### config.mk
export PLATFORM = sky130hd
export DESIGN_NAME = icache_fetch
export DESIGN_NICKNAME = d
export VERILOG_FILES = /design/src/rtl/icache_fetch.sv
export SDC_FILE = /design/constraint.sdc
export NUM_CORES = 1
export LEC_CHECK = 0
export CAP_MARGIN = 20
export CORE_MARGIN = 4
export CORE_UTILIZATION = 55
export CTS_CLUSTER_SIZE = 8
export DETAILED_ROUTE_END_ITERATION = 8
export DONT_BUFFER_PORTS = 1
export PLACE_DENSITY_LB_ADDON = 0.15
export SYNTH_ARGS = -nofsm -noshare
export SYNTH_HDL_FRONTEND = slang
export SYNTH_SLANG_ARGS = --single-unit
### constraint.sdc
create_clock -name i_clk -period 6.03 [get_ports i_clk]
set_clock_uncertainty 0.15 [all_clocks]
set_input_delay 0.9045 -clock i_clk [delete_from_list [all_inputs] [get_ports i_clk]]
set_output_delay 0.9045 -clock i_clk [all_outputs]
set_load 0.005 [all_outputs]
### src/rtl/icache_fetch.sv
// Direct-mapped, one-word-per-line instruction cache for the fetch port.
// Optional hit/miss counters when ICACHE_STATS_EN is defined.
`ifndef RW
`define RW 16
`endif
`ifndef I_SIZE
`define I_SIZE 32
`endif

module icache_fetch #(
    parameter int INDEX_W = 4
) (
    input  logic              i_clk,
    input  logic              i_rst,
    input  logic [`RW-1:0]    i_req_addr,
    input  logic              i_req_ppl_submit,
    input  logic              i_instr_page,
    input  logic              i_flush,
    output logic [`I_SIZE-1:0] o_req_data,
    output logic              o_req_data_valid,
    output logic              o_mem_req,
    output logic [`RW-1:0]    o_mem_addr,
    input  logic [`I_SIZE-1:0] i_mem_data,
    input  logic              i_mem_ack
`ifdef ICACHE_STATS_EN
    ,
    output logic [`RW-1:0]    o_hit_cnt,
    output logic [`RW-1:0]    o_miss_cnt
`endif
);

    localparam int LINES = 1 << INDEX_W;
    localparam int TAG_W = `RW - INDEX_W + 1;

    typedef enum logic [1:0] {
        S_IDLE,
        S_LOOKUP,
        S_FILL
    } state_t;

    state_t state_q, state_d;

    logic [`RW-1:0]      req_addr_q;
    logic                req_page_q;
    logic                fill_page_q;
    logic                pend_q;
    logic                no_alloc_q;
    logic [`I_SIZE-1:0]  resp_q;
    logic                resp_valid_q;
    logic [LINES-1:0]    valid_q;
    logic [TAG_W-1:0]    tag_arr [LINES];
    logic [`I_SIZE-1:0]  data_arr [LINES];

    logic [INDEX_W-1:0]  idx;
    logic [INDEX_W-1:0]  fill_idx;
    logic [TAG_W-1:0]    tag;
    logic [TAG_W-1:0]    fill_tag;
    logic                hit;
    logic                lookup_hit;
    logic                lookup_miss;
    logic                fill_ack;

    assign idx      = req_addr_q[INDEX_W-1:0];
    assign tag      = {req_page_q, req_addr_q[`RW-1:INDEX_W]};
    assign fill_idx = o_mem_addr[INDEX_W-1:0];
    assign fill_tag = {fill_page_q, o_mem_addr[`RW-1:INDEX_W]};
    assign hit      = valid_q[idx] && (tag_arr[idx] == tag);
    assign fill_ack = (state_q == S_FILL) && i_mem_ack;

    always_comb begin
        state_d     = state_q;
        lookup_hit  = 1'b0;
        lookup_miss = 1'b0;
        unique case (state_q)
            S_IDLE: begin
                if (i_req_ppl_submit) state_d = S_LOOKUP;
            end
            S_LOOKUP: begin
                if (hit) begin
                    lookup_hit = 1'b1;
                    state_d    = i_req_ppl_submit ? S_LOOKUP : S_IDLE;
                end else begin
                    lookup_miss = 1'b1;
                    state_d     = S_FILL;
                end
            end
            S_FILL: begin
                if (i_mem_ack)
                    state_d = (pend_q || i_req_ppl_submit) ? S_LOOKUP : S_IDLE;
            end
            default: state_d = S_IDLE;
        endcase
    end

    assign o_req_data       = lookup_hit ? data_arr[idx] : resp_q;
    assign o_req_data_valid = lookup_hit || resp_valid_q;

    always_ff @(posedge i_clk or negedge i_rst) begin
        if (!i_rst) begin
            state_q      <= S_IDLE;
            req_addr_q   <= '0;
            req_page_q   <= 1'b0;
            fill_page_q  <= 1'b0;
            pend_q       <= 1'b0;
            no_alloc_q   <= 1'b0;
            resp_q       <= '0;
            resp_valid_q <= 1'b0;
            o_mem_req    <= 1'b0;
            o_mem_addr   <= '0;
        end else begin
            state_q      <= state_d;
            resp_valid_q <= 1'b0;
            if (i_req_ppl_submit) begin
                req_addr_q <= i_req_addr;
                req_page_q <= i_instr_page;
            end
            if (lookup_miss) begin
                o_mem_req   <= 1'b1;
                o_mem_addr  <= req_addr_q;
                fill_page_q <= req_page_q;
                pend_q      <= i_req_ppl_submit;
                no_alloc_q  <= i_flush;
            end
            if (state_q == S_FILL) begin
                if (i_req_ppl_submit) pend_q <= 1'b1;
                if (i_flush) no_alloc_q <= 1'b1;
                if (i_mem_ack) begin
                    o_mem_req    <= 1'b0;
                    resp_q       <= i_mem_data;
                    // a redirect makes this fill's answer stale for fetch
                    resp_valid_q <= !(pend_q || i_req_ppl_submit);
                    pend_q       <= 1'b0;
                end
            end
        end
    end

    always_ff @(posedge i_clk or negedge i_rst) begin
        if (!i_rst) begin
            valid_q <= '0;
        end else if (i_flush) begin
            valid_q <= '0;
        end else if (fill_ack && !no_alloc_q) begin
            valid_q[fill_idx] <= 1'b1;
        end
    end

    always_ff @(posedge i_clk) begin
        if (fill_ack) begin
            tag_arr[fill_idx]  <= fill_tag;
            data_arr[fill_idx] <= i_mem_data;
        end
    end

`ifdef ICACHE_STATS_EN
    always_ff @(posedge i_clk or negedge i_rst) begin
        if (!i_rst) begin
            o_hit_cnt  <= '0;
            o_miss_cnt <= '0;
        end else begin
            if (lookup_hit && (o_hit_cnt != '1))
                o_hit_cnt <= o_hit_cnt + 1'b1;
            if (lookup_miss && (o_miss_cnt != '1))
                o_miss_cnt <= o_miss_cnt + 1'b1;
        end
    end
`endif

endmodule

Word-level counts from Yosys, hierarchy flattened:

Memory sizes are Yosys's and may differ from the RTL's.
Index checks and enable logic that the tools add are counted.
W data, S select, Z words.

* memory bits (writable): 720
* input port bits: 54
* logic and storage cells: 65
* output and inout bits: 50
* register bits after elaboration: 88
* memories: 2

* mux-type cells: 31
* magnitude comparators: 3
* bitwise operators: 1
* equal/unequal tests: 5
* reductions and logical operators: 12

Memories
* data_arr: words 16, bits a word 32, rd ports 1, clocked after memory_dff 0, wr ports 1, RTL line 52 `` logic [`I_SIZE-1:0] data_arr [LINES]; ``
* tag_arr: words 16, bits a word 13, rd ports 1, clocked after memory_dff 0, wr ports 1, RTL line 51 `logic [TAG_W-1:0] tag_arr [LINES];`

Operators by type and width (number)
* $mux W16: 2
* $mux W32: 1
* $mux W1: 22
* $or A16 B16 Y16: 1
* $eq A13 B13 Y1: 1
* $lt A4 B5 Y1 const B: 2
* $mux W2: 3
* $pmux W2 S3: 1
* $bmux W1 S4: 1
* $demux W1 S4: 1
* $ge A4 B1 Y1 const B: 1
* $logic_and A1 B1 Y1: 4
* $ne A2 B2 Y1 const B: 2
* $reduce_and A2 Y1: 2
* $eq A2 B1 Y1 const B: 1
* $eq A2 B2 Y1 const B: 1
* $logic_not A1 Y1: 2
* $logic_not A2 Y1: 1
* $logic_or A1 B1 Y1: 2
* $reduce_bool A2 Y1: 1

Depth between registers and ports, before layout:

* depth in word-level cells: 9
* depth in mapped cells: 13
* depth with buffers taken out: 8

Worst setup path before layout:

No wires, ideal clock.

* path type: input to register
* start point: in i_mem_ack
* end point: mem data_arr[0][0] in the netlist's numbering, enable pin
* stages: 4
* slack: 0.620 ns
* arrival: 4.757 ns
* path buffers: 0
* required time: 5.377 ns
* library setup time: 0.503 ns
* cells stage by stage: nor2b_1 nand2_1 or3_1 nor3_1

* cells in the longest elaborated chain, start to end: 3

Ends and longest elaborated chain
* start: declaration: RTL line 24 `input logic i_mem_ack`
* $logic_and A1 B1 Y1: RTL line 68 `assign fill_ack = (state_q == S_FILL) && i_mem_ack;`
* $mux W1: RTL line 149 `if (fill_ack) begin`
* $mux W1 (implied by the code): RTL line 151 `data_arr[fill_idx] <= i_mem_data;`
* end: declaration: RTL line 52

Every way passes these cells.

Worst setup path after layout:

* start point: reg req_addr_q[2]
* end point: out o_req_data[17]

* cells in the longest elaborated chain, start to end: 6
* elaborated cells on any way between the ends: 9
* those cells by class: eq/ne: 1; mux: 5; reduce/logical: 1; memory: 2

Ends and longest elaborated chain
* start: declaration: RTL line 43 `` logic [`RW-1:0] req_addr_q; ``
* start signal: assignment: RTL line 114 `req_addr_q <= i_req_addr;`
* $mem_v2 Z16 W13 / $bmux W1 S4 (equally long branches)
* $eq A13 B13 Y1 / $mux W1 (equally long branches): RTL line 67 `assign hit = valid_q[idx] && (tag_arr[idx] == tag);`
* $logic_and A1 B1 Y1: RTL line 67
* $mux W1: RTL line 79 `if (hit) begin`
* $mux W1: RTL line 74 `unique case (state_q)`
* $mux W32 (*): RTL line 95 `assign o_req_data = lookup_hit ? data_arr[idx] : resp_q;`
* end: declaration: RTL line 19 `` output logic [`I_SIZE-1:0] o_req_data, ``

Mark *: on every way between the ends. The rest lies on a longest branch, timed or not. The select of a mux whose other input is x is not followed.

==> impl_metrics.prom <==
# TYPE chip_impl_metric gauge
chip_impl_metric{name="fin_tns_setup",unit="ps"} 0
chip_impl_info{name="critical_path.reg2reg.endpoint",value="fill_page_q"} 1
chip_impl_metric{name="drt.antenna.violating_nets",unit=""} 0
chip_impl_metric{name="clk_latency",unit="ps"} 650
chip_impl_metric{name="synthAdderAreaFrac",unit="%"} 0
chip_impl_metric{name="finalSetupViolations",unit=""} 0
chip_impl_info{name="timing.critical_path.to_type",value="primary output"} 1
chip_impl_metric{name="synthesis.area_per_instance",unit="um^2"} 21.4
chip_impl_info{name="timing.critical_path.cells",value="buf_4 > mux4_1 > a22oi_1 > nand3_1 > xor2_1 > nor2_1 > o2111a_1 > or4b_4 > mux2_4"} 1
chip_impl_info{name="run_status",value="completed"} 1
chip_impl_metric{name="timing.critical_path.arrival",unit="ps"} 4460
chip_impl_info{name="reg2reg_from",value="req_addr_q[2]"} 1
chip_impl_metric{name="tritoncts.num_buffers",unit=""} 110
chip_impl_metric{name="timing.critical_path.buf_inv",unit=""} 1
chip_impl_info{name="start_kind",value="flip-flop"} 1
chip_impl_metric{name="rows",unit=""} 87
chip_impl_info{name="grt_setup_unrepaired",value="no"} 1
chip_impl_metric{name="pwr_density_cell",unit="mW/mm^2"} 395
chip_impl_metric{name="clk_pin_slew",unit="ps"} 50
chip_impl_metric{name="avgRoutedWirePerCell",unit="um"} 29.5
chip_impl_metric{name="post_synth_mux_area_share",unit="%"} 18.4
chip_impl_info{name="ctsRootBufferMaster",value="sky130_fd_sc_hd__clkbuf_16"} 1
chip_impl_metric{name="first_global_vias",unit=""} 15500
chip_impl_metric{name="ioPinCount",unit=""} 104
chip_impl_metric{name="synth_warnings",unit=""} 0
chip_impl_metric{name="fin_util",unit="%"} 63.3
chip_impl_metric{name="place.port_buffers",unit=""} 0
chip_impl_metric{name="ys_seq_elements",unit=""} 808
chip_impl_metric{name="routed-via-count",unit=""} 15000
chip_impl_metric{name="postSynthCellCount",unit=""} 1477
chip_impl_metric{name="dp_hpwl",unit="mm"} 37.1
chip_impl_metric{name="dr.pass1.iters",unit=""} 5
chip_impl_metric{name="route.detailed.drc",unit=""} 0
chip_impl_metric{name="ff2ff_setup_slack",unit="ps"} 1980
chip_impl_info{name="synth_top_cells_by_area",value="sky130_fd_sc_hd__edfxtp_1, sky130_fd_sc_hd__mux4_2, sky130_fd_sc_hd__dfrtp_1"} 1
chip_impl_metric{name="vdd_drop_max",unit="mV"} 0.245
chip_impl_metric{name="max_stage_delay",unit="ps"} 850
chip_impl_metric{name="final-max-slew-violation-count",unit=""} 0
chip_impl_info{name="dominantRegCellSynth",value="sky130_fd_sc_hd__edfxtp_1"} 1
chip_impl_metric{name="m1WireLength",unit="mm"} 29.6
chip_impl_metric{name="worst_r2r_path_depth",unit=""} 10
chip_impl_metric{name="worstPathRequired",unit="ps"} 4980
chip_impl_metric{name="chipHeight",unit="um"} 248
chip_impl_metric{name="antenna_violations_before_repair",unit=""} 2
chip_impl_metric{name="fillers",unit=""} 3830
chip_impl_metric{name="worst_slew_margin_rel",unit="%"} 30.3
chip_impl_metric{name="post_synth_and_or_nand_nor_area_fraction",unit="%"} 2.78
chip_impl_info{name="tritoncts",value="done"} 1
chip_impl_info{name="maxUsedRoutingLayer",value="met4"} 1
chip_impl_metric{name="clock_sinks",unit=""} 808
chip_impl_metric{name="wl_met3",unit="mm"} 5.63
chip_impl_info{name="yosysTopAreaCell",value="sky130_fd_sc_hd__edfxtp_1"} 1
chip_impl_metric{name="grt_start_max_net_pins",unit=""} 89
chip_impl_metric{name="static-leakage-power",unit="nW"} 12.0
chip_impl_metric{name="grt_pass1_wl",unit="mm"} 105
chip_impl_metric{name="layout_min_cycle_time",unit="ps"} 5510
chip_impl_info{name="critical_path_class",value="flip-flop to primary output"} 1
chip_impl_metric{name="async_flop_share",unit="%"} 10.9
chip_impl_metric{name="synth_fp_nets",unit=""} 1531
chip_impl_metric{name="cts_max_level",unit=""} 3
chip_impl_metric{name="synth-compound-area-share",unit="%"} 1.48
chip_impl_metric{name="floorplan.die.width",unit="um"} 248
chip_impl_metric{name="design.core.area",unit="mm^2"} 0.0566
chip_impl_metric{name="initial_core_util",unit="%"} 55.8
chip_impl_metric{name="layout.nets",unit=""} 1612
chip_impl_metric{name="synthesis.area",unit="mm^2"} 0.0316
chip_impl_info{name="critPathSlowestCell",value="sky130_fd_sc_hd__dfrtp_4"} 1
chip_impl_metric{name="achievable-frequency",unit="GHz"} 0.181
chip_impl_metric{name="routabilityCongestion",unit=""} 0.784
chip_impl_metric{name="wl_met2",unit="mm"} 34.5
chip_impl_metric{name="synth.top_cell.area_share",unit="%"} 68.5
chip_impl_metric{name="drv_cap",unit=""} 0
chip_impl_metric{name="synth_xor_area_share",unit="%"} 0.412
chip_impl_metric{name="post_drt_via_cell_ratio",unit=""} 6.23
chip_impl_metric{name="timing_worst_slew_pin_value",unit="ps"} 1040
chip_impl_info{name="timing.hold.worst.class",value="input pin to async pin"} 1
chip_impl_info{name="cp_top_family",value="simple AND/OR/NAND/NOR gates"} 1
chip_impl_metric{name="timing.final.crit_share",unit="%"} 91.4
chip_impl_metric{name="final_hold_viol_count",unit=""} 0
chip_impl_metric{name="detailedRoute.firstIterationViolations",unit=""} 1455
chip_impl_metric{name="postRouteWirelength",unit="mm"} 71.0
chip_impl_info{name="largest_family_of_logic_cells_by_synthesized_area",value="multiplexers"} 1
chip_impl_metric{name="synth.distinct_cells",unit=""} 57
chip_impl_metric{name="groute.usage.overall",unit="%"} 23.8
chip_impl_metric{name="grt.overflow.total",unit=""} 0
chip_impl_metric{name="drive_above_1_share",unit="%"} 27.6
chip_impl_metric{name="critical_path.max_fanout",unit=""} 33
chip_impl_metric{name="sequential_to_total_area_share_from_yosys_stat",unit="%"} 75.5
chip_impl_metric{name="syn_to_final_growth",unit="%"} 13.6
chip_impl_metric{name="die-area",unit="mm^2"} 0.0613
chip_impl_metric{name="number_of_flops_mapped_to_enable_cells_by_yosys",unit=""} 720
chip_impl_metric{name="ctsLongestPathBuffers",unit=""} 3
state kept, by name (all words and copies together) (netlist names):
name	flops
fill_page_q	1
no_alloc_q	1
o_mem_addr	16
req_addr_q	16
resp_valid_q	1
req_page_q	1
data_arr	512
state_q	2
resp_q	32
valid_q	16
tag_arr	208
o_mem_req	1
pend_q	1
Yosys cell counts (all sizes together) (2+ instances only):
library cell	number
nor2	47
mux2	72
a21o	2
xnor2	5
o21ai	4
nand2	113
nand3	11
xor2	9
a21oi	17
o22ai	3
buf	41
o2111a	2
and3	2
edfxtp	720
nor2b	11
a22o	5
mux2i	34
mux4	201
inv	5
a31oi	4
a22oi	10
a221oi	4
nand2b	7
nor3	7
dfrtp	88
o221ai	2
and2	2
clkbuf	32
worst max-delay path by stage:
stage	start	end	slack [ps]	cells past startpoint
after floorplan	i_mem_ack	data_arr[0][0]	620	4
after global placement	req_addr_q[1]	o_req_data[0]	1190	9
after detailed placement	req_addr_q[2]	o_req_data[0]	1170	9
after CTS	req_addr_q[2]	o_req_data[0]	470	9
after global routing	req_addr_q[2]	o_req_data[17]	340	9
final	req_addr_q[2]	o_req_data[17]	520	9
report_power, final:
group / switching, mW / internal (mW) / leakage [nW]
clock network: 2.20 / 3.44 / 1.50
logic: 0.748 / 0.681 / 2.93
registers: 0.448 / 6.66 / 7.57
routing by layer:
layer	track usage, %	up-vias
met5	0	-
met4	5.92	0
met3	4.93	95
met2	37.2	650
met1	35.5	8031
li1	-	6231
cell usage in the layout, fill, tap and decap left out, drive strengths merged, types with 2 or more instances in the layout:
cell / count
edfxtp: 720
clkbuf: 202
mux4: 201
nand2: 113
dfrtp: 88
mux2: 72
nor2: 47
buf: 43
mux2i: 34
a21oi: 17
nor2b: 11
nand3: 11
a22oi: 10
xor2: 9
nand2b: 7
nor3: 7
inv: 6
a22o: 5
xnor2: 5
o21ai: 4
a31oi: 4
a221oi: 4
o22ai: 3
and3: 2
o221ai: 2
a21o: 2
o2111a: 2
clkinv: 2
and2: 2
metrics by stage:
| stage | worst slack (ps) | power (mW) | instance area [um^2] | hold WS, ps | instances |
|---|---|---|---|---|---|
| final | 518 | 14.2 | 35800 | 48.6 | 2408 |
| after global routing | 344 | 14.7 | 35800 | 61.5 | 2408 |
| after CTS | 474 | 14.3 | 35800 | 40.3 | 2405 |
| after detailed placement | 1170 | 8.63 | 32600 | 311 | 2199 |
| after global placement | 1190 | 8.57 | 32600 | 306 | 2198 |
| after floorplan | 620 | 8.07 | 31600 | 290 | 1477 |
area by class of cell:
| class | instances | area (um^2) | share of cell area [%] |
|---|---|---|---|
| antenna | 1 | 2.50 | 0.00698 |
| clock buffer | 202 | 3120 | 8.70 |
| clock inverter | 3 | 52.6 | 0.147 |
| inverter | 5 | 18.8 | 0.0524 |
| multi-input combinational | 590 | 7390 | 20.6 |
| sequential | 808 | 23800 | 66.5 |
| tap | 756 | 946 | 2.64 |
| timing repair buffer | 43 | 483 | 1.35 |
cells by family after synthesis:
| kind of cell | Yosys count |
|---|---|
| flip-flops | 808 |
| multiplexers | 307 |
| buffers and inverters | 79 |
| AND/OR/NAND/NOR | 206 |
| XOR/XNOR | 14 |
| AO/OA/AOI/OAI | 63 |
repair_timing:
| item | in CTS | in global routing |
|---|---|---|
| hold endpoints to repair | 88 | 0 |
| hold buffers | 1 | 0 |
| gates resized for setup | 0 | 0 |
| buffers inserted | 0 | 0 |
No activity file was read; power rests on OpenSTA's default activity.
